`src/rtl/mcu_timer_array.sv`:
```
// Multi-channel timer/PWM peripheral on the cs/wr/rd bus.
// There are N_CH independent down-counters that share one prescaler tick.
// Each channel has one-shot, periodic and PWM modes, a pending flag and a PWM pin.

module mcu_timer_ch #(
  parameter int WIDTH = 16
) (
  input  logic             clk,
  input  logic             rst,
  input  logic             tick,
  input  logic             wrCtrl,
  input  logic             wrReload,
  input  logic             wrCompare,
  input  logic             wrStatus,
  input  logic [WIDTH-1:0] wdata,
  output logic             en,
  output logic [1:0]       mode,
  output logic             irqEn,
  output logic [WIDTH-1:0] reload,
  output logic [WIDTH-1:0] compare,
  output logic [WIDTH-1:0] count,
  output logic             pend,
  output logic             pwm
);
  logic start, freeze, run, expire;

  // Writing en 0->1 restarts the channel. Writing en=0 stops it on the same edge.
  assign start  = wrCtrl & wdata[0] & ~en;
  assign freeze = wrCtrl & ~wdata[0];
  assign run    = en & tick & ~freeze;
  assign expire = run & (count == '0);

  // Channel registers, the down-counter, the pending flag and the PWM pin.
  // Counting uses the mode and reload value held before this edge.
  always_ff @(posedge clk or posedge rst) begin
    if (rst) begin
      en      <= 1'b0;
      mode    <= 2'b00;
      irqEn   <= 1'b0;
      reload  <= '0;
      compare <= '0;
      count   <= '0;
      pend    <= 1'b0;
      pwm     <= 1'b0;
    end else begin
      if (wrCtrl) begin
        en    <= wdata[0];
        mode  <= wdata[2:1];
        irqEn <= wdata[3];
      end
      if (wrReload)  reload  <= wdata;
      if (wrCompare) compare <= wdata;
      if (start) count <= reload;
      else if (run) begin
        if (count != '0) count <= count - WIDTH'(1);
        else if (mode == 2'b00) en <= 1'b0;
        else count <= reload;
      end
      // When an expiry and a clear land on the same edge, the expiry wins.
      if (wrStatus & wdata[0]) pend <= 1'b0;
      if (expire) pend <= 1'b1;
      pwm <= en & (mode == 2'b10) & (count < compare);
    end
  end
endmodule

module mcu_timer_array #(
  parameter int N_CH     = 4,
  parameter int WIDTH    = 16,
  parameter int PRESCALE = 1
) (
  input  logic                     clk,
  input  logic                     rst,
  input  logic                     cs,
  input  logic                     wr,
  input  logic                     rd,
  input  logic [$clog2(N_CH)+2:0]  addr,
  input  logic [WIDTH-1:0]         wdata,
  output logic [WIDTH-1:0]         rdata,
  output logic                     irq,
  output logic [N_CH-1:0]          pwm_out
);
  localparam int PW = (PRESCALE > 1) ? $clog2(PRESCALE) : 1;

  logic [PW-1:0] psc;
  logic          tick;
  int            chSel;
  logic [2:0]    regSel;
  logic [WIDTH-1:0] rdVal;

  logic [N_CH-1:0]            enA, ieA, pendA, pwmA;
  logic [N_CH-1:0][1:0]       modeA;
  logic [N_CH-1:0][WIDTH-1:0] reloadA, compareA, countA;

  assign tick   = (psc == PW'(PRESCALE - 1));
  assign chSel  = int'(addr >> 3);
  assign regSel = addr[2:0];

  // Free-running prescaler. Channels advance only on the wrap cycle.
  always_ff @(posedge clk or posedge rst) begin
    if (rst)       psc <= '0;
    else if (tick) psc <= '0;
    else           psc <= psc + PW'(1);
  end

  for (genvar i = 0; i < N_CH; i++) begin : gCh
    logic hit;
    assign hit = cs & wr & (chSel == i);
    mcu_timer_ch #(.WIDTH(WIDTH)) uCh (
      .clk(clk), .rst(rst), .tick(tick),
      .wrCtrl(hit & (regSel == 3'd0)),
      .wrReload(hit & (regSel == 3'd1)),
      .wrCompare(hit & (regSel == 3'd2)),
      .wrStatus(hit & (regSel == 3'd4)),
      .wdata(wdata),
      .en(enA[i]), .mode(modeA[i]), .irqEn(ieA[i]),
      .reload(reloadA[i]), .compare(compareA[i]), .count(countA[i]),
      .pend(pendA[i]), .pwm(pwmA[i])
    );
  end

  // Read mux. A channel index that is out of range and registers 5-7 read as zero.
  always_comb begin
    rdVal = '0;
    for (int i = 0; i < N_CH; i++) begin
      if (chSel == i) begin
        case (regSel)
          3'd0:    rdVal = {{(WIDTH-4){1'b0}}, ieA[i], modeA[i], enA[i]};
          3'd1:    rdVal = reloadA[i];
          3'd2:    rdVal = compareA[i];
          3'd3:    rdVal = countA[i];
          3'd4:    rdVal = {{(WIDTH-1){1'b0}}, pendA[i]};
          default: rdVal = '0;
        endcase
      end
    end
  end

  // Registered read data. It holds until the next read.
  // On a simultaneous write it returns the value from before the write.
  always_ff @(posedge clk or posedge rst) begin
    if (rst)          rdata <= '0;
    else if (cs & rd) rdata <= rdVal;
  end

  assign irq     = |(pendA & ieA);
  assign pwm_out = pwmA;
endmodule

```
`config.mk`:
```
export PLATFORM = sky130hd
export DESIGN_NAME = mcu_timer_array
export DESIGN_NICKNAME = d
export VERILOG_FILES = /design/src/rtl/mcu_timer_array.sv
export SDC_FILE = /design/constraint.sdc
export NUM_CORES = 1
export LEC_CHECK = 0
export ABC_AREA = 1
export CAP_MARGIN = 0
export CORE_ASPECT_RATIO = 1.5
export CORE_MARGIN = 10
export CORE_UTILIZATION = 61
export CTS_BUF_LIST = sky130_fd_sc_hd__clkbuf_16
export DETAILED_ROUTE_END_ITERATION = 6
export PLACE_DENSITY = 0.79
export SETUP_SLACK_MARGIN = 0.3
export SYNTH_ARGS = -nofsm -noshare
export SYNTH_HDL_FRONTEND = slang
export SYNTH_SLANG_ARGS = --single-unit
```
`constraint.sdc`:
```
create_clock -name clk -period 17.5 [get_ports clk]
set_input_delay 5.25 -clock clk [delete_from_list [all_inputs] [get_ports clk]]
set_output_delay 5.25 -clock clk [all_outputs]
set_load 0.02 [all_outputs]
```
Word-level counts from Yosys, hierarchy flattened
Index checks and enable logic that the tools add are counted.
Word-level totals
  register bits: 233
  latch bits: 0
  memory bits (writable): 0
  ROM bits: 0
  input port bits: 26
  output and inout bits: 21
  word-level logic and storage cells: 207
  memories: 0
Operators by class
  add/subtract/negate cells: 5
  multiply operators: 0
  div/mod/pow operators: 0
  magnitude comparators: 4
  equal/unequal tests: 15
  shifts and indexed selects: 0
  mux-type cells: 53
  bitwise logic cells: 69
  reductions and logical operators: 27
Operators by type and width (number)
  16-bit two-way mux: 20
  16-bit one-hot mux with 5 select lines: 4
  16-bit logical NOT: 4
  16-bit less-than comparator: 4
  16-bit nonzero test: 4
  16-bit by 1-bit subtractor with 16-bit output, second input constant: 4
  1-bit AND: 58
  32-bit logical NOT: 1
  1-bit two-way mux: 29
  2-bit nonzero test: 8
  2-bit == test, second input constant: 6
  3-bit by 1-bit != test with 1-bit output, second input constant: 4
  1-bit NOT: 10
  2-bit logical NOT: 4
  2-bit AND reduction: 4
  3-bit by 2-bit == test with 1-bit output, second input constant: 2
  4-bit AND: 1
  4-bit OR reduction: 1
  3-bit by 1-bit == test with 1-bit output, second input constant: 1
  3-bit == test, second input constant: 1
  3-bit logical NOT: 1
  2-bit by 1-bit == test with 1-bit output, second input constant: 1
  1-bit adder, second input constant: 1

Depth between registers and ports, before layout
Gate-level depths: netlist (run 1).
  depth in word-level cells: 8
  gate-level depth with buffers: 13
  depth with buffers taken out: 12

Modules after synthesis
A second synthesis (run 1) with hierarchy kept.
Second synthesis, totals
  cells, all modules: 2136
  area, all modules: 14913.1 um2
By module, submodules not included
  mcu_timer_ch at gCh[1].uCh ...: instances 3, cells an instance 394, area an instance 3046.7 um2, seq. area each 1351.3 um2
  mcu_timer_ch at gCh[0].uCh: instances 1, cells an instance 398, area an instance 3024.2 um2, seq. area each 1351.3 um2
  mcu_timer_array: instances 1, cells an instance 556, area an instance 2748.9 um2, seq. area each 400.4 um2

Worst setup path before layout (run 1)
Ideal clock, no wire load.
  kind: input port to flip-flop
  from: input addr[0]
  to: register gCh[2].uCh.count[12]
  setup time: 0.117 ns
  arrival time: 6.414 ns
  required time: 17.383 ns
  setup slack: 10.969 ns
  stages: 12
  path buffers: 2
  cell sequence: buf_6 > inv_2 > nand2_1 > nor2_4 > nand2_1 > o21ai_2 > nand2_1 > nand2_2 > inv_2 > buf_6 > nand3_1 > nand2_1
On the way
  cells in the longest elaborated chain, start to end: 7
  elaborated cells on any way between the ends: 11
  classes of those cells: eq/ne (1); mux (1); bitwise (6); reduce/logical (3)
Ends and longest elaborated chain
  start, declared: line 77  | input logic [$clog2(N_CH)+2:0] addr,
  3-bit logical NOT (*): line 111  | .wrCtrl(hit & (regSel == 3'd0)),
  1-bit AND (*): line 111
  1-bit AND: line 29  | assign freeze = wrCtrl & ~wdata[0];
  1-bit NOT: line 30  | assign run = en & tick & ~freeze;
  1-bit AND: line 30
  2-bit nonzero test (no source line)
  2-bit AND reduction (no source line)
  end signal, assigned: line 53  | if (start) count <= reload;
  end signal, assigned: line 55  | if (count != '0) count <= count - WIDTH'(1);
  end signal, assigned: line 57  | else count <= reload;
  end, declared: line 21  | output logic [WIDTH-1:0] count,
Every way passes the cells marked *; elsewhere a longest branch is shown, timed or not.
A chain may end at the register's enable or synchronous reset.

Worst setup path after layout (run 1)
  from: input addr[2]
  to: register gCh[3].uCh.compare[11]
On the way
  cells in the longest elaborated chain, start to end: 2
Ends and longest elaborated chain
  3-bit by 2-bit == test with 1-bit output: line 113  | .wrCompare(hit & (regSel == 3'd2)),
  1-bit AND: line 113
  end signal, assigned: line 52  | if (wrCompare) compare <= wdata;
  end, declared: line 20  | output logic [WIDTH-1:0] compare,
Every way passes these cells.

==> results of run 1 <==
critical path: stages:
cell                              delay (ns)
sky130_fd_sc_hd__clkdlybuf4s50_1        0.67
sky130_fd_sc_hd__inv_2                  0.20
sky130_fd_sc_hd__nand3_2                0.11
sky130_fd_sc_hd__buf_4                  0.44
sky130_fd_sc_hd__inv_1                  0.36
sky130_fd_sc_hd__buf_4                  0.33
sky130_fd_sc_hd__nand2_1                0.65
sky130_fd_sc_hd__nand2_1                0.14
sky130_fd_sc_hd__o21ai_0                0.15
stage by stage:
stage | std cells | hold slack (ns) | setup WS (ns)
finish | 2332 | 0.485 | 9.60
CTS | 2332 | 0.488 | 9.72
global route | 2332 | 0.501 | 9.36
global placement | 2290 | 0.466 | 9.34
floorplan | 2000 | 0.453 | 5.89
detailed placement | 2290 | 0.473 | 9.22
how the worst min path moves through the flow:
stage,from,end,slack [ns],depth (start not counted)
floorplan,gCh[0].uCh.compare[11],gCh[0].uCh.compare[11],0.45,2
global placement,gCh[3].uCh.compare[8],gCh[3].uCh.compare[8],0.47,2
detailed placement,gCh[3].uCh.compare[10],gCh[3].uCh.compare[10],0.47,2
CTS,gCh[3].uCh.compare[10],gCh[3].uCh.compare[10],0.49,2
global route,gCh[3].uCh.compare[3],gCh[3].uCh.compare[3],0.50,2
finish,gCh[3].uCh.compare[10],gCh[3].uCh.compare[10],0.49,2
routing by layer:
layer,routed length [um],vias to the layer above,share of wire [%]
met4,2850,0,6.1
met1,18000,6419,39
met5,0,-,0
met3,4310,146,9.3
met2,21200,709,46
li1,-,6443,-
sequential cells by signal (all words and copies together) (netlist names), 8 cells and up:
name,flops
rdata,16
gCh.uCh.mode,8
gCh.uCh.count,64
gCh.uCh.compare,64
gCh.uCh.reload,64
layout make-up:
class	count	area share (%)
timing repair buffer	52	3.24
multi-input combinational	1460	46.3
clock buffer	25	4.02
clock inverter	17	0.956
inverter	231	5.65
tap	315	2.53
sequential	232	37.3
cells in the final DEF (no fill, tap or decap), drive strengths merged:
cell | Yosys | final
nand4 | 22 | 22
o22ai | 15 | 15
xor2 | 20 | 20
dfrtp | 232 | 232
xnor2 | 8 | 8
nand2 | 647 | 647
o221ai | 5 | 5
or2 | 2 | 2
clkinv | 1 | 12
a22oi | 5 | 5
nor2 | 177 | 177
o21bai | 1 | 1
ha | 68 | 68
buf | 45 | 6
o211ai | 15 | 15
nand3b | 3 | 3
clkbuf | 32 | 25
clkdlybuf4s50 | 0 | 46
o31ai | 1 | 1
o2111ai | 3 | 3
inv | 230 | 233
nand3 | 107 | 107
o31a | 4 | 4
a31oi | 3 | 3
nor3 | 19 | 19
bufinv | 0 | 3
a21oi | 68 | 68
o21ai | 267 | 267
kinds of logic (layout without fill, tap and decap cells):
family          after synthesis  count (layout)
compound gates              387             387
simple gates                977             977
buf+inv                     308             325
xor+xnor                     28              28
fa+ha+maj                    68              68
flops                       232             232
where the power goes:
group | internal [W] | switching, W | total [W] | leakage [nW]
logic | 0.000302 | 0.000520 | 0.000822 | 4.11
clock network | 0.000300 | 0.000221 | 0.000521 | 0.395
registers | 0.000653 | 0.000169 | 0.000822 | 3.04
==> implementation parameters, run 1 <==
Parameter                              Value

Run status
  Status ... complete, but fails checks
  Failing checks ... design-rule violations

Clock network
  Number of cells upsized or downsized after cts ... 0
  Max Root-Sink Buffers ... 3
  Clock input transition at the sequential cells of the worst setup and hold paths ... 0.06 ns
  Hold-fix buffer count after cts ... 0
  TritonCTS clock tree ... done
  Total setup buffers inserted after CTS ... 0
  CTS Buf Count ... 24
  Clock latency on the worst-skew pair ... around 0.53 ns
  H-tree depth ... 1
  Root buffer cell ... sky130_fd_sc_hd__clkbuf_16
  Clock sinks ... around 230

Final layout
  Cell area after layout ... 15,600 um2
  Number of antenna diodes ... 0
  Total area of multi-input combinational cells ... 7220 um2
  Ratio of cells with drive above 1 in the final layout ... 4.21%
  Synth-to-Final Area Change ... 8.75%
  Seq. cell area ... 5810 um2
  Post-layout net count ... 2,095
  Filler instances ... 2,037
  Utilization after layout ... 67.6%

Yosys
  Synthesized Nets ... 2,094
  Sequential-to-total area share from yosys stat ... about two fifths
  Synth area leader ... sky130_fd_sc_hd__dfrtp_1
  Async set-reset flop share out of synthesis ... 100%
  Top area cells in the synthesized netlist ... sky130_fd_sc_hd__dfrtp_1 (41%), sky130_fd_sc_hd__nand2_1 (17%), sky130_fd_sc_hd__o21ai_0 (8.6%)
  Flip-flop and latch count after synthesis ... 232
  Portion of synthesized cell area occupied by the leading cell type ... between 40% and 50%
  Area share of xor/xnor cells in the synthesized design ... 1.71%
  Most used DFF post-synth ... sky130_fd_sc_hd__dfrtp_1
  Synth top cells by count ... sky130_fd_sc_hd__nand2_1 (635), sky130_fd_sc_hd__o21ai_0 (246), sky130_fd_sc_hd__dfrtp_1 (232), sky130_fd_sc_hd__inv_1 (218), sky130_fd_sc_hd__nor2_1 (167)
  Arithmetic-cell share of the synthesized area counting full adders, half adders and majority gates ... between 5 and 6%
  Simple-Gate Fraction of Synth Area ... 28.3%
  Total standard cell area after synthesis ... between 10,000 and 15,000 um2
  Share of cell area taken by muxes after synthesis ... 0%
  Cell count after synthesis ... 2,000
  Yosys Warn Count ... 0
  Largest family of logic cells by synthesized area ... simple AND/OR/NAND/NOR gates
  Avg Cell Area, Syn ... ~7 um2
  Area fraction in compound gates after synthesis ... 14.5%
  Number of flops mapped to enable cells by yosys ... 0
  Count leader, synth ... sky130_fd_sc_hd__nand2_1
  Number of distinct library cells after synthesis ... 40

Placed design
  HPWL reported at the end of detailed placement ... 32,700 um
  Placement-stage cell area ... 14,800 um2
  Total of buffers placed on input and output ports ... 46
  Final weighted congestion in routability-driven placement ... 0.996

Timing
  Final Hold Fails ... 0
  RSZ-0062 raised after global routing ... no
  Setup violators final ... 0
  Max frequency ... between 0.1 and 0.15 GHz
  Pins over their slew limit ... 0
  Period minus WS final ... around 7.9 ns
  Transition time of the tightest slew-check pin ... 1.07 ns
  Post-route fraction of the period consumed by the critical path ... 45.2%
  Setup TNS ... 0 ns
  Final setup skew ... 0.0156 ns
  Worst slew margin ... between 20 and 30%

Setup path
  Reg-to-reg critical path startpoint ... gCh[0].uCh.count[0]
  Startpoint types ... primary input
  Crit path to ... gCh[3].uCh.compare[11]
  Worst setup EP type ... register
  Worst R2R Path Depth ... 12
  Critical path startpoint ... addr[2]
  Type of the worst setup path ... in -> reg
  CP Data Required Time ... 17.92 ns
  Worst r2r dst ... gCh[0].uCh.count[11]
  Max Fanout on Critical Path ... 36
  Arrival time worst endpoint ... 8.32 ns
  R2R setup slack ... 15.27 ns

Floorplanning
  # rows ... 68
  Area inside the core boundary ... 23,100 um2
  Boundary Pins ... 47
  Die Wd ... between 100 and 150 um
  Starting utilization of the core area ... 62.1%
  Die footprint ... 30,100 um2
  Die Height ... 208 um

Power and ir drop
  Worst vdd ir ... a little over 0.09 mV
  Leakage power ... between 7 and 8 nW
  Final total power ... 0.00217 W
  Total power divided by cell area ... 139 nW/um2

Detailed routing
  Total number of vias ... 13,700
  Count of unresolved DRC violations after routing ... 5
  Count of routing violations after the opening detailed-route iteration ... 1,454
  Final wirelength ... 46,300 um
  First-pass iteration count of the detailed router ... 7
  Avg WL per Cell ... just under 20 um
  Mean number of vias per cell ... 5.88
  Detail Route Antenna Nets ... 0

GRT
  Largest net degree at the start of global routing ... 152
  Vias in the first global route ... approximately 13,000
  Met3 routing resource usage after global routing ... 4.60%
  Total overflow reported by the global router ... 0
  Wire length of the first global-routing pass ... 73,100 um
  Global-route met2 utilization ... 47.8%
  Most Crowded Layer GR ... met2
  Met1 global-route usage ... 38.3%
  Global Route Usage Sum ... 30.0%
  Initial antenna violation count ... 0

Run
  Max capacitance violation total ... 0

Worst hold path
  Path class of the lowest-slack min-delay path ... reg -> reg
Note: power is estimated with default switching activity, not from simulation.
==> run 2, diff against run 1 <==
--- a/config.mk
+++ b/config.mk
@@ -9,10 +9,10 @@
 export CAP_MARGIN = 0
 export CORE_ASPECT_RATIO = 1.5
 export CORE_MARGIN = 10
-export CORE_UTILIZATION = 61
+export CORE_UTILIZATION = 56
 export CTS_BUF_LIST = sky130_fd_sc_hd__clkbuf_16
 export DETAILED_ROUTE_END_ITERATION = 6
-export PLACE_DENSITY = 0.79
+export PLACE_DENSITY = 0.77
 export SETUP_SLACK_MARGIN = 0.3
 export SYNTH_ARGS = -nofsm -noshare
 export SYNTH_HDL_FRONTEND = slang
==> constraint.sdc (replaced) <==
create_clock -name clk -period 7.01 [get_ports clk]
set_input_delay 2.103 -clock clk [delete_from_list [all_inputs] [get_ports clk]]
set_output_delay 2.103 -clock clk [all_outputs]
set_load 0.02 [all_outputs]
==> run 2 against run 1 <==
The run now ends clean; critical path depth is 2 higher; die area is 7.9% higher; register-to-register slack worse by 11 ns; sequential share of layout area is 0.057 points lower; non-clock buffer count is 2 higher; core utilization is 5.5 points lower; via count hardly changed; combinational power is 150% higher; wire length is 0.29% higher; critical endpoint is now rdata[5]; largest power group unchanged; highest routed layer unchanged.
==> implementation parameters, run 2 (synthesized netlist as in run 1, its figures left out) <==
Parameter                              Value

Setup path
  Arrival time worst endpoint ... 5.55 ns (was 8.32 ns)
  Cell with the biggest individual delay on the critical path ... sky130_fd_sc_hd__clkdlybuf4s50_1 (unchanged)
  Critical path startpoint ... addr[2] (unchanged)
  Type of the worst setup path ... in -> reg (unchanged)
  Crit path largest cell delay ... 0.60 ns (was 0.67 ns)
  Worst setup EP type ... register (unchanged)
  CP Data Required Time ... 7.46 ns (was 17.92 ns)
  CP cell instances ... clkdlybuf4s50_1, inv_2, nand3_2, buf_4, inv_2, nand2_1, o21ai_0, nor2_1, nor2_1, nand2_1, o21ai_0 (was clkdlybuf4s50_1, inv_2, nand3_2, buf_4, inv_1, buf_4, nand2_1, nand2_1, o21ai_0)
  Reg-to-reg critical path startpoint ... gCh[1].uCh.count[0] (was gCh[0].uCh.count[0])
  Max Fanout on Critical Path ... 33 (was 36)
  Startpoint types ... primary input (unchanged)

Final layout
  Number of antenna diodes ... 0 (unchanged)
  Synth-to-Final Area Change ... 8.92% (was 8.75%)
  Ratio of cells with drive above 1 in the final layout ... 4.31% (was 4.21%)
  Biggest registers after layout ... gCh.uCh.compare (64), gCh.uCh.count (64), gCh.uCh.reload (64) (unchanged)
  Seq. cell area ... 5810 um2 (unchanged)
  Total area of multi-input combinational cells ... 7220 um2 (unchanged)
  Filler instances ... 2,288 (was 2,037)
  Commonest non-fill, non-tap cells in the layout ... sky130_fd_sc_hd__nand2_1 (635), sky130_fd_sc_hd__o21ai_0 (246), sky130_fd_sc_hd__dfrtp_1 (232) (unchanged)
  Most frequent standard cell in the layout excluding fill and tap cells ... sky130_fd_sc_hd__nand2_1 (unchanged)
  Non-filler instance count after layout ... 2,346 (was 2,332)
  Post-layout net count ... 2,096 (was 2,095)

Clock network
  Clock sinks ... 232 (unchanged)
  CTS Buf Count ... 23 (was 24)
  Root buffer cell ... sky130_fd_sc_hd__clkbuf_16 (unchanged)
  TritonCTS clock tree ... done (unchanged)
  Clock latency on the worst-skew pair ... 0.54 ns (was 0.53 ns)
  Hold-fix buffer count after cts ... 0 (unchanged)
  Max Root-Sink Buffers ... 3 (unchanged)
  H-tree depth ... 1 (unchanged)
  Clock input transition at the sequential cells of the worst setup and hold paths ... 0.06 ns (about the same)
  Total setup buffers inserted after CTS ... 0 (unchanged)
  Number of cells upsized or downsized after cts ... 0 (unchanged)

Timing
  RSZ-0062 raised after global routing ... no (unchanged)
  Final Hold Fails ... 0 (unchanged)
  Transition time of the tightest slew-check pin ... 1.19 ns (was 1.07 ns)
  Max frequency ... 0.196 GHz
  Final setup skew ... 0.00917 ns (was 0.0156 ns)
  Post-route fraction of the period consumed by the critical path ... 72.8%
  Pins over their slew limit ... 0 (unchanged)
  Worst slew margin ... 20.9% (was 28.8%)
  Setup violators final ... 0 (unchanged)
  Period minus WS final ... 5.10 ns
  Setup TNS ... 0 ns (unchanged)

Run
  Max capacitance violation total ... 0 (unchanged)

GRT
  Global Route Usage Sum ... 28.9% (was 30.0%)
  Total overflow reported by the global router ... 0 (unchanged)
  Wire length of the first global-routing pass ... 73,900 um (was 73,100 um)
  Vias in the first global route ... 13,400 (was 13,100)
  Largest net degree at the start of global routing ... 182 (was 152)
  Initial antenna violation count ... 0 (unchanged)

Detailed routing
  First-pass iteration count of the detailed router ... 6 (was 7)
  Count of routing violations after the opening detailed-route iteration ... 1,621 (was 1,454)
  Avg WL per Cell ... 19.8 um (was 19.9 um)
  Mean number of vias per cell ... 5.85 (was 5.88)
  Count of unresolved DRC violations after routing ... 0 (was 5)
  Final wirelength ... 46,500 um (was 46,300 um)
  Detail Route Antenna Nets ... 0 (unchanged)
  Total number of vias ... 13,700 (about the same)

Power and ir drop
  Switching Fraction ... 41.8% (was 42.0%)
  Worst vdd ir ... 0.264 mV (was 0.0919 mV)
  Internal Dissipation ... 0.00313 W (was 0.00126 W)
  Relative contribution of the clock network to total power ... 24.0% (was 24.1%)
  Sequential share of power ... 38.1% (was 38.0%)
  Psw ... 0.00225 W (was 0.000910 W)
  Total power divided by cell area ... 345 nW/um2 (was 139 nW/um2)
  Combinational power share ... 37.9% (was 38.0%)
  Leakage power ... 7.54 nW (about the same)

Floorplanning
  # rows ... 71 (was 68)
  Boundary Pins ... 47 (unchanged)
  Die Wd ... 151 um (was 145 um)
  Die footprint ... 32,500 um2 (was 30,100 um2)
  Starting utilization of the core area ... 57.0% (was 62.1%)
  Die Height ... 216 um (was 208 um)
  Area inside the core boundary ... 25,100 um2 (was 23,100 um2)

Placed design
  Number of placed instances with taps included ... 2,305 (was 2,290)
  Total of buffers placed on input and output ports ... 46 (unchanged)
  Final weighted congestion in routability-driven placement ... 0.986 (was 0.996)
  HPWL reported at the end of detailed placement ... 33,100 um (was 32,700 um)

Run status
  Status ... complete, no violations (was complete, but fails checks)

Worst hold path
  Path class of the lowest-slack min-delay path ... reg -> reg (unchanged)
  Worst Min Path Start ... rdata[15] (was gCh[3].uCh.compare[10])
==> run 2: changes by cell type in the layout (fill, tap and decap cells not counted), sizes merged <==
cell	previous run	this run
clkinv	12	10
buf	6	8
bufinv	3	4
clkbuf	25	23
clkinvlp	0	2
==> run 2: metrics by stage <==
stage / setup WS [ns] / power (W) / util (%) / hold slack (ns) / instance area, um2
2_1_floorplan: 1.87 / 0.00346 / - / 0.453 / 14300
3_3_place_gp: 1.63 / 0.00398 / 59.0 / 0.466 / 14800
3_5_place_dp: 1.60 / 0.00406 / 59.0 / 0.470 / 14800
4_1_cts: 2.14 / 0.00535 / 62.1 / 0.488 / 15600
5_1_grt: 1.78 / 0.00580 / 62.1 / 0.507 / 15600
6_report: 1.91 / 0.00538 / 62.1 / 0.484 / 15600
==> run 2: worst paths after layout <==
| kind | slack (ns) | cells after the start | endpoint |
|---|---|---|---|
| setup / recovery | 1.91 | 11 | rdata[5] |
| hold / removal | 0.48 | 2 | rdata[15] |
| setup reg to reg | 4.75 | 11 | gCh[1].uCh.count[8] |
| hold reg to reg | 0.48 | 2 | rdata[15] |
| max in group asynchronous | 3.96 | 3 | gCh[1].uCh.pend |
| min in group asynchronous | 2.04 | 3 | gCh[0].uCh.reload[8] |
==> run 2: layer usage <==
layer | GRT usage [%] | part of all wire (%) | vias to the layer above | routed length [um]
met5 | 0 | 0 | - | 0
met1 | 34.9 | 37 | 6421 | 17400
met3 | 5.26 | 8.6 | 161 | 4010
li1 | - | - | 6462 | -
met4 | 19.1 | 7.3 | 0 | 3390
met2 | 45.9 | 47 | 676 | 21700
==> run 2: cell type report <==
class                           instances  share of cell area (%)
Timing Repair Buffer                   54                    3.42
Inverter                              231                    5.62
Clock inverter                         18                    1.17
Multi-Input combinational cell       1460                    46.3
Tap cell                              328                    2.63
Clock buffer                           23                    3.69
Sequential cell                       232                    37.2
==> run 2: worst max-delay path, delay by kind of cell <==
family	cells	cell delay, ns
buffers and inverters	4	1.90
AND/OR/NAND/NOR	5	1.21
AO/OA/AOI/OAI	2	0.30
==> run 2: power by group through the flow <==
stage	clock, W	sequential, W	combinational (W)
6_report	0.00129	0.00205	0.00204
3_3_place_gp	0	0.00205	0.00193
4_1_cts	0.00130	0.00203	0.00202
2_1_floorplan	0	0.00191	0.00155
5_1_grt	0.00136	0.00208	0.00236
3_5_place_dp	0	0.00205	0.00201
